**config.mk**
```make
export PLATFORM = sky130hd
export DESIGN_NAME = logic_op_arbiter
export DESIGN_NICKNAME = d
export VERILOG_FILES = /design/src/rtl/logic_op_arbiter.sv
export SDC_FILE = /design/constraint.sdc
export NUM_CORES = 1
export LEC_CHECK = 0
export ABC_CLOCK_PERIOD_IN_PS = 2500
export BUFFER_PORTS_ARGS = -buffer_cell sky130_fd_sc_hd__buf_4
export CORE_MARGIN = 8
export CORE_UTILIZATION = 51
export DETAILED_ROUTE_END_ITERATION = 16
export PLACE_DENSITY = 0.91
export SLEW_MARGIN = 20
export SYNTH_ARGS = -nofsm -noshare
export SYNTH_HDL_FRONTEND = slang
export SYNTH_SLANG_ARGS = --single-unit
export TNS_END_PERCENT = 50
```
**constraint.sdc**
```tcl
create_clock -name clk -period 2.5 [get_ports clk]
set_input_delay 0.5 -clock clk [delete_from_list [all_inputs] [get_ports clk]]
set_output_delay 0.5 -clock clk [all_outputs]
set_load 0.02 [all_outputs]
```
**src/rtl/logic_op_arbiter.sv**
```systemverilog
// Round-robin arbiter sharing one W-bit AND/NAND/OR/NOR unit between two requesters.
// Optional build macro LOGIC_OP_XOR_EN makes XOR (100) and XNOR (101) legal opcodes.
module logic_op_arbiter #(
  parameter int unsigned W = 4
) (
  input  logic         clk,
  input  logic         rst_n,
  input  logic         req0,
  input  logic [2:0]   op0,
  input  logic [W-1:0] a0,
  input  logic [W-1:0] b0,
  input  logic         req1,
  input  logic [2:0]   op1,
  input  logic [W-1:0] a1,
  input  logic [W-1:0] b1,
  output logic         gnt0,
  output logic         gnt1,
  output logic         done0,
  output logic         done1,
  output logic [W-1:0] result,
  output logic         err,
  output logic         busy
);

  localparam int unsigned OP_W = 3;

  typedef enum logic [1:0] {
    IDLE = 2'd0,
    EXEC = 2'd1,
    RESP = 2'd2
  } state_t;

  state_t          state_q, state_d;
  logic [OP_W-1:0] op_q, op_d;
  logic [W-1:0]    a_q, a_d;
  logic [W-1:0]    b_q, b_d;
  logic            port_q, port_d;
  logic            last_q, last_d;

  logic            gnt0_d, gnt1_d, done0_d, done1_d, err_d, busy_d;
  logic [W-1:0]    result_d;

  logic            winner_c;
  logic [W-1:0]    alu_c;
  logic            illegal_c;

  // Bitwise logic unit on the captured operands; illegal codes yield zero.
  always_comb begin
    alu_c     = '0;
    illegal_c = 1'b0;
    case (op_q)
      3'b000:  alu_c = a_q | b_q;
      3'b001:  alu_c = ~(a_q | b_q);
      3'b010:  alu_c = a_q & b_q;
      3'b011:  alu_c = ~(a_q & b_q);
`ifdef LOGIC_OP_XOR_EN
      3'b100:  alu_c = a_q ^ b_q;
      3'b101:  alu_c = ~(a_q ^ b_q);
`endif
      default: illegal_c = 1'b1;
    endcase
  end

  // A lone requester wins; on contention the port not served last wins.
  assign winner_c = (req0 && req1) ? ~last_q : req1;

  always_comb begin
    state_d  = state_q;
    op_d     = op_q;
    a_d      = a_q;
    b_d      = b_q;
    port_d   = port_q;
    last_d   = last_q;
    gnt0_d   = 1'b0;
    gnt1_d   = 1'b0;
    done0_d  = 1'b0;
    done1_d  = 1'b0;
    err_d    = 1'b0;
    result_d = result;
    busy_d   = busy;

    case (state_q)
      IDLE: begin
        if (req0 || req1) begin
          port_d  = winner_c;
          op_d    = winner_c ? op1 : op0;
          a_d     = winner_c ? a1  : a0;
          b_d     = winner_c ? b1  : b0;
          gnt0_d  = ~winner_c;
          gnt1_d  = winner_c;
          busy_d  = 1'b1;
          state_d = EXEC;
        end
      end
      EXEC: begin
        result_d = illegal_c ? '0 : alu_c;
        err_d    = illegal_c;
        done0_d  = ~port_q;
        done1_d  = port_q;
        last_d   = port_q;
        state_d  = RESP;
      end
      RESP: begin
        busy_d  = 1'b0;
        state_d = IDLE;
      end
      default: begin
        busy_d  = 1'b0;
        state_d = IDLE;
      end
    endcase
  end

  // last_q resets to port 1 so port 0 holds first priority.
  always_ff @(posedge clk) begin
    if (!rst_n) begin
      state_q <= IDLE;
      op_q    <= '0;
      a_q     <= '0;
      b_q     <= '0;
      port_q  <= 1'b0;
      last_q  <= 1'b1;
      gnt0    <= 1'b0;
      gnt1    <= 1'b0;
      done0   <= 1'b0;
      done1   <= 1'b0;
      err     <= 1'b0;
      result  <= '0;
      busy    <= 1'b0;
    end else begin
      state_q <= state_d;
      op_q    <= op_d;
      a_q     <= a_d;
      b_q     <= b_d;
      port_q  <= port_d;
      last_q  <= last_d;
      gnt0    <= gnt0_d;
      gnt1    <= gnt1_d;
      done0   <= done0_d;
      done1   <= done1_d;
      err     <= err_d;
      result  <= result_d;
      busy    <= busy_d;
    end
  end

endmodule

```
== Yosys cells after proc, flatten, opt, wreduce, memory -nomap -nowiden ==
Cells that the tools add are included.

* Register bits after elaboration: 25
* Latch bits: 0
* Memory bits (writable): 0
* Memory bits (read-only): 0
* Word-level logic and storage cells: 46
* Memories: 0

* Add/subtract/negate cells: 0
* Multipliers: 0
* Div/mod/pow operators: 0
* Magnitude comparators: 0
* Equal/unequal tests: 5
* Shift operators: 0
* Multiplexer cells: 11
* Bitwise logic cells: 8
* Reduce and logical (&&, ||, !) cells: 9

{| class="wikitable"
|+ Operators with widths
! cell !! count
|-
| 4-bit one-hot mux with 4 select lines || 1
|-
| 4-bit 2-to-1 mux || 3
|-
| 4-bit inverter || 2
|-
| 3-bit by 2-bit equality test with 1-bit output, second input constant || 2
|-
| 2-bit AND reduction || 3
|-
| 4-bit bitwise AND || 1
|-
| 1-bit inverter || 4
|-
| 4-bit OR || 1
|-
| 2-bit one-hot mux with 2 select lines || 1
|-
| 4-bit OR reduction || 1
|-
| 3-bit by 1-bit equality test with 1-bit output, second input constant || 1
|-
| 3-bit zero test || 1
|-
| 1-bit 2-to-1 mux || 3
|-
| 3-bit 2-to-1 mux || 1
|-
| 3-bit AND reduction || 1
|-
| 2-bit by 1-bit equality test with 1-bit output, second input constant || 1
|-
| 2-bit zero test || 1
|-
| 2-bit 2-to-1 mux || 1
|-
| 2-bit != test, second input constant || 1
|-
| 1-bit one-hot mux with 2 select lines || 1
|-
| 1-bit logical AND || 1
|-
| 1-bit logical OR || 1
|}

== Logic depth before layout (Yosys ltp) ==
* Word-level depth: 4
* Mapped depth: 4
* Gate-level depth less buffers: 3

== Worst setup path after synthesis ==
No wires, ideal clock.

* Path kind: input to register
* Start: input req1
* End: register a_q[0]
* Library setup time: 0.122 ns
* Arrival: 1.287 ns
* Data required time: 2.378 ns
* Setup slack: 1.092 ns
* Stages: 4
* Path buffers: 1
* Cells stage by stage: nor2_1 > o31a_1 > buf_2 > a221o_1

* Cells in the longest elaborated chain, start to end: 3
* Elaborated cells between the ends (all ways): 5

{| class="wikitable"
|+ RTL lines
! element !! line !! text
|-
| start, declared || 12 || <nowiki>input logic req1,</nowiki>
|-
| 1-bit logical AND || 65 || <nowiki>assign winner_c = (req0 && req1) ? ~last_q : req1;</nowiki>
|-
| 1-bit 2-to-1 mux || 65 ||
|-
| 4-bit 2-to-1 mux || 87 || <nowiki>a_d = winner_c ? a1 : a0;</nowiki>
|-
| end signal, assigned || 119 || <nowiki>a_q <= '0;</nowiki>
|-
| end signal, assigned || 133 || <nowiki>a_q <= a_d;</nowiki>
|-
| end, declared || 35 || <nowiki>logic [W-1:0] a_q, a_d;</nowiki>
|}

Parallel ways exist; a longest one is shown, timed or not.
A chain may end at the register's enable or synchronous reset.

== Worst setup path after layout ==
* Start: register state_q[0]
* End: register b_q[3]

* Cells in the longest elaborated chain, start to end: 2

{| class="wikitable"
|+ RTL lines
! element !! line !! text
|-
| start, declared || 33 || <nowiki>state_t state_q, state_d;</nowiki>
|-
| start signal, assigned || 131 || <nowiki>state_q <= state_d;</nowiki>
|-
| 2-bit zero test || 82 || <nowiki>case (state_q)</nowiki>
|-
| 2-bit AND reduction (no line) || -- ||
|-
| end signal, assigned || 120 || <nowiki>b_q <= '0;</nowiki>
|-
| end signal, assigned || 134 || <nowiki>b_q <= b_d;</nowiki>
|-
| end, declared || 36 || <nowiki>logic [W-1:0] b_q, b_d;</nowiki>
|}

No other way between the ends.

==> results.json <==
{
  "cts.clk_slew.worst_paths_ns": 0.13,
  "postCtsSetupBuffers": 0,
  "final-max-slew-violation-count": 0,
  "synthCells": 98,
  "initial_core_util_pct": 52.60,
  "finalClockSkew_ns": 0.006389,
  "insertion_delay_ns": 0.31,
  "grt_overflow": 0,
  "cts_tree": "built",
  "fp-row-count": 16,
  "syn_avg_cell_area_um2": 10.32,
  "root_buffer": "clkbuf_4",
  "max_stage_delay_ns": 0.57,
  "synth_area_leader_cell": "dfxtp_1",
  "cts.sinks": 25,
  "synth_common_cells": "dfxtp_1, and3_1, a221o_1",
  "first_iter_violations": 26,
  "antenna_found_initial": 0,
  "n_antenna_cell": 0,
  "fin_crit_ns": 1.766,
  "wire_per_inst_um": 14.44,
  "fp.dieArea_um2": 3663,
  "synth-main-ff-cell": "dfxtp_1",
  "min_from": "op0[2]",
  "max_cap_viol_count": 0,
  "path_max_fanout": 14,
  "grt_util_met2_pct": 22.71,
  "worst-r2r-cell-count": 3,
  "final.fill_count": 167,
  "timing.final.crit_share_pct": 70.63,
  "core_area_um2": 1922,
  "cp_num_buf_inv": 0,
  "r2r_end": "b_q[3]",
  "ys_seq_area_share_pct": 49.50,
  "cp.required_ns": 2.76,
  "vdd_drop_max_uv": 432.2,
  "grt_pass1_wl_um": 3712,
  "grt-busiest-layer": "met2",
  "setup.worst_path.class": "reg -> reg",
  "cts-hold-fix-buffers": 0,
  "die_y_um": 60.52,
  "vias": 893,
  "dpl.hpwl_um": 1857,
  "dr.pass1.iters": 4,
  "synth-edff-count": 0,
  "io_pins": 36,
  "grtUsageMet1_pct": 14.86,
  "track_usage_pct": 13.09,
  "hold_violations": 0,
  "slowest_stage": "nor3b_2",
  "areaGrowthSynthToFinish_pct": 30.07,
  "rsz0062_at_grt": "no",
  "drive_gt1_share_pct": 32.33,
  "reg2reg_slack_ns": 0.73,
  "gp_congestion": 0.8145,
  "grt_pass1_vias": 880,
  "utilization_pct": 68.42,
  "critPathTopFamily": "simple AND/OR/NAND/NOR gates",
  "cts-resized-gates": 0,
  "ant_nets": 0,
  "power.density_nw_per_um2": 597.0,
  "htree_levels": 1,
  "cts_buffer_depth": 2,
  "timing.setup.tns_ns": 0,
  "synth_seq_cells": 25,
  "cp.arrival_ns": 2.03,
  "leakage_nw": 0.6193,
  "worstMarginPinSlew_ns": 1.007,
  "status": "complete, no violations",
  "hold_depth": 2,
  "relSlewSlack_pct": 32.23,
  "cp-startpoint": "state_q[0]",
  "synth_top_area_share_pct": 49.50,
  "hp-class": "in -> reg",
  "netlist_area_um2": 1011,
  "worst_setup_path_start_kind": "flip-flop",
  "gr-usage-met3_pct": 2.331,
  "synth.net_count": 124,
  "yosysMostFrequentCell": "dfxtp_1",
  "grt_max_degree": 15,
  "vias_per_cell": 5.581,
  "nets": 160,
  "hold_path_end": "op_q[2]",
  "async_flop_share_pct": 0,
  "synth.distinct_cells": 24,
  "finalPower_mw": 0.7851,
  "setup_viol": 0,
  "maxClockFrequency_ghz": 0.5664,
  "wirelength_um": 2311,
  "chipWidth_um": 60.52,
  "crit_chain": "nor3b_2, and3_1, a221o_1",
  "yosys_warnings": 0,
  "remaining_drc_errors": 0,
  "port_buffers": 35,
  "numCtsBuffers": 3,
  "r2r_start": "state_q[0]",
  "end_kind": "flip-flop",
  "synth.area.top_cells": "dfxtp_1, a221o_1, and3_1"
}
[final cells by class]
type / instances / area, um^2 / area share, %
multi-input combinational: 62 / 464.2 / 35.30
sequential: 25 / 500.5 / 38.06
tap: 27 / 33.78 / 2.569
inverter: 7 / 26.28 / 1.998
clock buffer: 3 / 22.52 / 1.713
clock inverter: 1 / 5.005 / 0.3806
timing repair buffer: 35 / 262.8 / 19.98
[registers in the layout (all words and copies together), names as in the netlist]
| name | cells |
|---|---|
| last_q | 1 |
| gnt1 | 1 |
| state_q | 2 |
| busy | 1 |
| op_q | 3 |
| gnt0 | 1 |
| done1 | 1 |
| b_q | 4 |
| result | 4 |
| done0 | 1 |
| a_q | 4 |
| err | 1 |
| port_q | 1 |
[cell families after synthesis]
kind of cell    after synthesis  share of synthesized area, %
flops                        25                         49.50
buf+inv                      11                         4.580
compound gates               28                         24.38
simple gates                 34                         21.53
[stage by stage]
step	std cells	setup slack [ns]	instance area, um^2	hold WS [ns]
after global routing	160	0.6038	1315	0.3729
final	160	0.7343	1315	0.3970
after global placement	156	0.6927	1287	0.4505
after CTS	160	0.7835	1315	0.3970
after floorplan	98	1.092	1011	0.4223
after detailed placement	156	0.6042	1287	0.4538
[layout by cell type (no fill, tap or decap), types with 3 or more instances in the layout]
cell,count
o2111ai_1,3
dfxtp_1,25
and3_1,12
clkbuf_4,3
o21a_1,4
nor2b_1,5
nand2b_1,4
o221ai_1,4
buf_4,35
nor2_1,5
a221o_1,11
inv_1,7
[power by group]
| group | internal [mW] | total [mW] | switching, mW |
|---|---|---|---|
| registers | 0.433 | 0.461 | 0.0284 |
| clock network | 0.0598 | 0.175 | 0.115 |
| logic | 0.0815 | 0.149 | 0.0673 |
[how the worst max path moves through the flow]
| stage | cells past startpoint | end | slack, ns |
|---|---|---|---|
| finish | 3 | b_q[3] | 0.73 |
| global route | 3 | op_q[0] | 0.60 |
| CTS | 3 | a_q[1] | 0.78 |
| detailed placement | 4 | b_q[1] | 0.60 |
| floorplan | 4 | a_q[0] | 1.09 |
| global placement | 4 | op_q[1] | 0.69 |
[per-layer routing]
layer  vias to the layer above  part of all wire (%)  wire length (um)
met1                       426                    42               974
met4                         0                   1.6                36
met3                         4                   3.6                84
li1                        445                     -                 -
met5                         -                     0                 0
met2                        18                    53              1217
Note: power is estimated with default switching activity, not from simulation.
